## config.mk

```make
export PLATFORM = sky130hd
export DESIGN_NAME = qpsk_frame_scheduler
export DESIGN_NICKNAME = d
export VERILOG_FILES = /design/src/rtl/qpsk_pkg.sv /design/src/rtl/qpsk_frame_scheduler.sv
export SDC_FILE = /design/constraint.sdc
export NUM_CORES = 1
export LEC_CHECK = 0
export BUFFER_PORTS_ARGS = -buffer_cell sky130_fd_sc_hd__buf_4
export CAP_MARGIN = 20
export CORE_MARGIN = 3
export CORE_UTILIZATION = 50
export DETAILED_ROUTE_END_ITERATION = 10
export PLACE_DENSITY = 0.85
export SYNTH_ARGS = -nofsm -noshare
export SYNTH_HDL_FRONTEND = slang
export SYNTH_SLANG_ARGS = --single-unit
```

## constraint.sdc

```tcl
create_clock -name clk -period 3.1 [get_ports clk]
set_input_delay 0 -clock clk [delete_from_list [all_inputs] [get_ports clk]]
set_output_delay 0 -clock clk [all_outputs]
set_load 0.02 [all_outputs]
```

## src/rtl/qpsk_pkg.sv

```systemverilog
// Shared definitions for the QPSK transmit path: frame sequencer states,
// the default inter-frame gap word and the converter's symbol amplitudes.
package qpsk_pkg;

   // Frame sequencer states, one-hot encoded
   typedef enum logic [3:0] {
      IDLE     = 4'b0001,
      PREAMBLE = 4'b0010,
      PAYLOAD  = 4'b0100,
      GAP      = 4'b1000
   } state_e;

   // Data word sent during the inter-frame gap unless overridden
   localparam logic [31:0] DEFAULT_GAP_WORD = 32'h0000_0000;

   // Per-rail symbol amplitude used by the dibit converter: 1/sqrt(2) in Q1.15
   localparam logic signed [15:0] QPSK_AMP_POS = 16'sd23170;
   localparam logic signed [15:0] QPSK_AMP_NEG = -16'sd23170;

   // Map one bit of a dibit onto its rail level (0 -> positive, 1 -> negative)
   function automatic logic signed [15:0] qpsk_level(input logic bit_v);
      return bit_v ? QPSK_AMP_NEG : QPSK_AMP_POS;
   endfunction

endpackage

```

## src/rtl/qpsk_frame_scheduler.sv

```systemverilog
// Frame sequencer ahead of the QPSK converter: emits preamble words, then
// payload words passed through from the upstream stream, then gap words.
// Frame parameters are captured at frame start; the output is one register stage.
module qpsk_frame_scheduler
   import qpsk_pkg::*;
#(
   parameter logic [31:0] GAP_WORD = DEFAULT_GAP_WORD,
   parameter int unsigned LEN_W    = 16
) (
   input  logic             clk,
   input  logic             reset,
   input  logic             enable,
   input  logic [31:0]      cfg_preamble,
   input  logic [3:0]       cfg_pre_len,
   input  logic [LEN_W-1:0] cfg_payload_len,
   input  logic [7:0]       cfg_gap_len,
   input  logic [31:0]      in_tdata,
   input  logic             in_tvalid,
   output logic             in_tready,
   output logic [31:0]      out_tdata,
   output logic             out_tvalid,
   input  logic             out_tready,
   output logic             out_tlast,
   output logic             frame_done,
   output logic             underflow,
   output logic             busy
);

   state_e           state_q, state_d;
   logic [31:0]      out_tdata_q, out_tdata_d;
   logic             out_tvalid_q, out_tvalid_d;
   logic             out_tlast_q, out_tlast_d;
   logic             frame_done_q, frame_done_d;
   logic             underflow_q, underflow_d;
   logic [31:0]      pre_word_q, pre_word_d;
   logic [3:0]       pre_cnt_q, pre_cnt_d;
   logic [LEN_W-1:0] pay_cnt_q, pay_cnt_d;
   logic [7:0]       gap_cnt_q, gap_cnt_d;

   logic             load;
   logic             start;
   logic             in_rdy;
   logic             pre_fire;
   logic [3:0]       pre_rem;
   logic [LEN_W-1:0] pay_rem;
   logic [7:0]       gap_rem;
   logic [31:0]      pre_word;

   // Handshake qualifiers and the frame parameters in force this cycle
   always_comb begin
      load   = !out_tvalid_q || out_tready;
      start  = (state_q == IDLE) && enable && load
               && ((cfg_pre_len != '0) || (cfg_payload_len != '0))
               && (in_tvalid || (cfg_payload_len == '0));
      in_rdy = (state_q == PAYLOAD) && load && (pay_cnt_q != '0);
      // The first preamble word is loaded in the start cycle itself, before the
      // latches hold the new frame, so that cycle reads the cfg inputs directly.
      if (state_q == IDLE) begin
         pre_rem  = cfg_pre_len;
         pay_rem  = cfg_payload_len;
         gap_rem  = cfg_gap_len;
         pre_word = cfg_preamble;
      end else begin
         pre_rem  = pre_cnt_q;
         pay_rem  = pay_cnt_q;
         gap_rem  = gap_cnt_q;
         pre_word = pre_word_q;
      end
      pre_fire = load && ((state_q == PREAMBLE) || (start && (cfg_pre_len != '0)));
   end

   // Next-state logic for the sequencer, the counters and the output stage
   always_comb begin
      state_d      = state_q;
      out_tdata_d  = out_tdata_q;
      out_tvalid_d = out_tvalid_q;
      out_tlast_d  = out_tlast_q;
      frame_done_d = out_tvalid_q && out_tready && out_tlast_q;
      underflow_d  = underflow_q;
      pre_word_d   = pre_word_q;
      pre_cnt_d    = pre_cnt_q;
      pay_cnt_d    = pay_cnt_q;
      gap_cnt_d    = gap_cnt_q;

      if (load) begin
         out_tvalid_d = 1'b0;
         out_tlast_d  = 1'b0;
      end

      case (state_q)
         IDLE: begin
            if (!enable) underflow_d = 1'b0;
            if (start) begin
               pre_word_d = cfg_preamble;
               pre_cnt_d  = cfg_pre_len;
               pay_cnt_d  = cfg_payload_len;
               gap_cnt_d  = cfg_gap_len;
               if (cfg_pre_len == '0) state_d = PAYLOAD;
            end
         end
         PREAMBLE: begin
         end
         PAYLOAD: begin
            if (load && !in_tvalid) underflow_d = 1'b1;
            if (in_rdy && in_tvalid) begin
               out_tdata_d  = in_tdata;
               out_tvalid_d = 1'b1;
               out_tlast_d  = (pay_cnt_q == LEN_W'(1));
               pay_cnt_d    = pay_cnt_q - LEN_W'(1);
               if (pay_cnt_q == LEN_W'(1)) state_d = (gap_cnt_q != '0) ? GAP : IDLE;
            end
         end
         GAP: begin
            if (load) begin
               out_tdata_d  = GAP_WORD;
               out_tvalid_d = 1'b1;
               out_tlast_d  = 1'b0;
               gap_cnt_d    = gap_cnt_q - 8'd1;
               if (gap_cnt_q == 8'd1) state_d = IDLE;
            end
         end
         default: state_d = IDLE;
      endcase

      if (pre_fire) begin
         out_tdata_d  = pre_word;
         out_tvalid_d = 1'b1;
         out_tlast_d  = (pre_rem == 4'd1) && (pay_rem == '0);
         pre_cnt_d    = pre_rem - 4'd1;
         if (pre_rem == 4'd1) begin
            if (pay_rem != '0)      state_d = PAYLOAD;
            else if (gap_rem != '0) state_d = GAP;
            else                    state_d = IDLE;
         end else begin
            state_d = PREAMBLE;
         end
      end
   end

   // State, counter and output registers; reset abandons any frame in flight
   always_ff @(posedge clk or posedge reset) begin
      if (reset) begin
         state_q      <= IDLE;
         out_tdata_q  <= '0;
         out_tvalid_q <= 1'b0;
         out_tlast_q  <= 1'b0;
         frame_done_q <= 1'b0;
         underflow_q  <= 1'b0;
         pre_word_q   <= '0;
         pre_cnt_q    <= '0;
         pay_cnt_q    <= '0;
         gap_cnt_q    <= '0;
      end else begin
         state_q      <= state_d;
         out_tdata_q  <= out_tdata_d;
         out_tvalid_q <= out_tvalid_d;
         out_tlast_q  <= out_tlast_d;
         frame_done_q <= frame_done_d;
         underflow_q  <= underflow_d;
         pre_word_q   <= pre_word_d;
         pre_cnt_q    <= pre_cnt_d;
         pay_cnt_q    <= pay_cnt_d;
         gap_cnt_q    <= gap_cnt_d;
      end
   end

   assign in_tready  = in_rdy;
   assign out_tdata  = out_tdata_q;
   assign out_tvalid = out_tvalid_q;
   assign out_tlast  = out_tlast_q;
   assign frame_done = frame_done_q;
   assign underflow  = underflow_q;
   assign busy       = (state_q != IDLE);

endmodule

```

==> results.txt <==
The flow ran to the end, and the final reports show no timing, DRC or antenna violations. The top cell types in the final layout, fill and taps aside, are buf_4, dfrtp_1, nand2_1. The peak clock frequency supported by timing is about 0.37 GHz. The flip-flop and latch count after synthesis came out at 100. The net count after synthesis is 660.

For the final database, setup skew stands at 17.7 ps. The number of buffers on the longest clock path came out at 2. The most used flip-flop cell after synthesis is dfrtp_1. The number of top-level pins came out at 135. The clock latency on the worst-skew pair is 370 ps.

The worst slack on hold paths is about 15 ps. Once the floorplan was initialized, standard cells occupied 51.5% of the core. Measured along the x axis, the die boundary spans 109 um. The remaining antenna violation count after routing came out at 0. For this run, design rule violations remaining after detail routing come to 0.

Setup repair after global routing left no endpoint under its margin. The origin of the worst min-delay path is cfg_payload_len[15]. Global routing used 27.8% of the available tracks across all layers.

During synthesis, Yosys emitted a total of 0 warnings. The count of distinct cell types in the synthesized netlist came out at between 50 and 60. The count of vias placed by the detailed router came out at 5366. The critical path contains buffers and inverters numbering 2 combined. Across the whole layout, storage elements account for 0.00250 mm^2. The multi-input gate area in the final layout is 0.00262 mm^2.

In this run, synthesis inferred 0 flip-flops with an integrated enable. The relative contribution of sequential cells to total power is 34.0%. In this run the critical register-to-register path is captured at out_tdata[22].

The XOR/XNOR share of the synthesized area came out at 0.328%. Of the total synthesized cell area, the portion taken by AND, OR, NAND and NOR gates is 17.8%. In this run the register-to-register setup slack is between 300 and 400 ps. The power dissipated by switching net loads is 0.00322 W. The sort of element at the start of the critical path is an input port. The relative contribution of the clock network to total power came out at a little under an eighth. Power spread over the standard cell area amounts to 955 mW/mm^2. After synthesis, the largest family of logic cells by area is compound AO/OA/AOI/OAI gates. The total length of routed wires came out at 16700 um. Data on the critical path is required at its endpoint by 3380 ps. In this run the tightest slew margin relative to its limit is 47.6%. The compound-cell area share of the yosys netlist is 21.1%. The total power draw came out at 0.00717 W. Routability-driven placement finished with a final weighted congestion of 0.926. In this run the number of H-tree levels came out at 3. The total clock buffers created by CTS is 9. The path class of the lowest-slack min-delay path is input port to flop.

The total number of placement rows is 37. The worst hold path stage count is 3. The launch point of the worst reg-to-reg path is state_q[0]. The actual slew at the worst max-slew pin is 783 ps. The logic depth of the worst register-to-register path came out at 7. The cell total after placement came out at 804. Sequential cells were found to cover 46.9% of the synthesized design area.

The analysis attributes to cell leakage a power of 3.38 nW. The number of max-capacitance violations reported came out at 0. The global-route wire length before repair is 26400 um.

The number of setup buffers added after CTS is 0. The number of slew-limit violations in the final report was 0. The library cell used most frequently in the layout, excluding fill and tap cells, is buf_4. By instance count, the cell type seen most on the critical path is o21ai_0. Relative to the synthesized area, the layout overhead comes to 40.5%. TritonCTS built the clock tree. The number of antenna violations at the first check in global routing was 1. After synthesis, the share of flip-flops with an asynchronous set or reset is 100%. The synthesized netlist cell count came out at 555. The internal power of the cells totals 0.00394 W.

The placeable core region came out at ~0.010 mm^2. After detailed routing, the number of vias per cell comes to 5.93. The mapped cell area came out at 0.00534 mm^2. The combinational group share of total power is a little over half. The area share of fa/ha/maj cells after synthesis is 1.87%. The clock sink count is 100. The clock root buffer is clkbuf_8. The area of the die came out at approximately 0.012 mm^2. The final critical-path required period is around 2700 ps.

The pre-antenna-repair detailed-routing pass consisted of 9 iterations. Entering global routing, the biggest net connects 90 pins. The share of the cycle needed by the critical path after routing is 88.2%. Among all stages on the critical path, the largest delay is contributed by nor2_1.

After synthesis, the mean cell area works out to 9.62 um^2. STA classifies the critical path endpoint as a flop. For hold timing, the worst endpoint is pay_cnt_q[15]. The count of endpoints failing hold in the final timing report was 0. The share of final-layout standard cells stronger than drive strength 1 came out at 27.6%. After detailed routing, the average wire length per cell comes to 18.5 um.

The clock-pin slew reported for the worst setup and hold paths after clock tree synthesis came out at 100 ps. The worst vdd rail ir drop came out at 0.623 mV. For the worst setup path, the data arrival time is between 3000 and 4000 ps.

The number of DRC markers after the initial detailed-route iteration is 459. The overall die height is around 110 um. Setup violations remaining at the end of the flow were counted as 0. The largest incremental delay on the critical path came out at approximately 640 ps. The number of global-route vias before repair is 5375. The number of nets in the layout came out at 868. After clock tree synthesis, the flow added hold-fix buffers numbering 83.

The number of stages on the worst setup path came out at 8. In the final timing run, aggregate negative setup slack is 0 ps. The multiplexer share of the synthesized area is 7.71%. The share of total power consumed by net switching is 45.0%. The number of buffers inserted by port buffering came out at between 100 and 150. The critical path in this run is classified as input port to flop. The number of cells upsized or downsized after cts came out at 0. Once layout is complete, the cells apart from fillers number 905. The final core utilization came out at 72.4%. The cell type group with the largest total delay on the critical path is simple AND/OR/NAND/NOR gates. Detailed placement finished with a half-perimeter wire length of between 10000 and 15000 um.

The maximum fanout count along the critical path is 16. Counting the fill cells in the layout gives a little over 700. The overall overflow remaining after global route came out at 0.

Traced cell by cell, the critical path runs through dlygate4sd3_1, buf_4, nor4_1, nand4_1, mux2i_4, nor2_1, o21ai_0, o21ai_0.
-- cell type report --
class,count,share of cell area (%)
inverter,12,0.633
antenna,1,0.0333
tap,136,2.27
clock buffer,10,1.83
timing repair buffer,233,26.3
multi-input combinational,407,34.9
clock inverter,6,0.633
sequential,100,33.4
-- power groups by stage --
stage	Sequential (W)	Combinational, W	Clock (W)
global placement	0.00237	0.00356	0
global route	0.00251	0.00427	0.000879
finish	0.00244	0.00392	0.000811
floorplan	0.00251	0.00252	0
detailed placement	0.00241	0.00371	0
CTS	0.00240	0.00380	0.000813
-- layer usage --
layer	vias to the layer above	routed length (um)	track usage, %
met5	-	0	0
met4	0	493	8.19
met3	48	1150	5.81
met2	267	8480	47.6
met1	2590	6600	35.5
li1	2461	-	-
-- flip-flops by register name, summed over array words and instances (netlist names) --
signal	flops
out_tdata	32
pre_word_q	32
pay_cnt_q	16
gap_cnt_q	8
pre_cnt_q	4
state_q	4
frame_done	1
out_tlast	1
out_tvalid	1
underflow	1
-- cells in the mapped netlist, types with 2 or more instances --
| library cell | count | area (um^2) |
|---|---|---|
| clkbuf_1 | 22 | 82.6 |
| nor4_1 | 12 | 75.1 |
| a22oi_1 | 3 | 22.5 |
| nor3b_1 | 2 | 15.0 |
| and3_1 | 2 | 12.5 |
| o21ai_0 | 37 | 185 |
| nand3_1 | 14 | 70.1 |
| nor2_1 | 25 | 93.8 |
| xor2_1 | 2 | 17.5 |
| buf_4 | 4 | 30.0 |
| buf_2 | 3 | 15.0 |
| a31oi_1 | 6 | 37.5 |
| o32ai_1 | 2 | 17.5 |
| ha_1 | 8 | 100 |
| nand4b_1 | 3 | 26.3 |
| nor4b_4 | 2 | 47.6 |
| nand2_1 | 93 | 349 |
| a221o_1 | 32 | 320 |
| nor2b_1 | 3 | 18.8 |
| nand2b_1 | 5 | 31.3 |
| a211oi_1 | 2 | 15.0 |
| a2bb2oi_1 | 5 | 43.8 |
| buf_6 | 4 | 45.0 |
| buf_1 | 2 | 7.51 |
| o22ai_1 | 4 | 25.0 |
| and4_1 | 2 | 17.5 |
| or3_1 | 5 | 31.3 |
| inv_1 | 12 | 45.0 |
| mux2i_1 | 4 | 40.0 |
| nand4_1 | 3 | 18.8 |
| o21a_1 | 3 | 22.5 |
| a21oi_1 | 60 | 300 |
| dfrtp_1 | 99 | 2480 |
| nor3_1 | 14 | 70.1 |
| mux2_2 | 33 | 372 |
-- worst max-delay path by stage --
stage                       start       endpoint
2_1_floorplan          state_q[0]     state_q[3]
3_3_place_gp         pay_cnt_q[4]  out_tdata[25]
3_5_place_dp           state_q[3]  out_tdata[13]
4_1_cts        cfg_payload_len[3]   gap_cnt_q[7]
5_1_grt        cfg_payload_len[3]   gap_cnt_q[7]
6_report       cfg_payload_len[3]   gap_cnt_q[7]
-- through the flow --
stage               setup slack, ps  area, um^2
floorplan                       423        5340
global placement                603        6460
detailed placement              498        6460
CTS                             460        7480
global route                    235        7510
finish                          367        7510
-- cell families after synthesis --
| kind of cell | after synthesis |
|---|---|
| fa+ha+maj | 8 |
| mux | 37 |
| flops | 100 |
| buf+inv | 48 |
| compound gates | 168 |
| simple gates | 192 |
| xor+xnor | 2 |
-- tightest hold or removal path, delay by kind of cell --
family,cells,cell delay [ps]
buf+inv,1,90
compound gates,2,240
(Power assumes the default switching activity.)
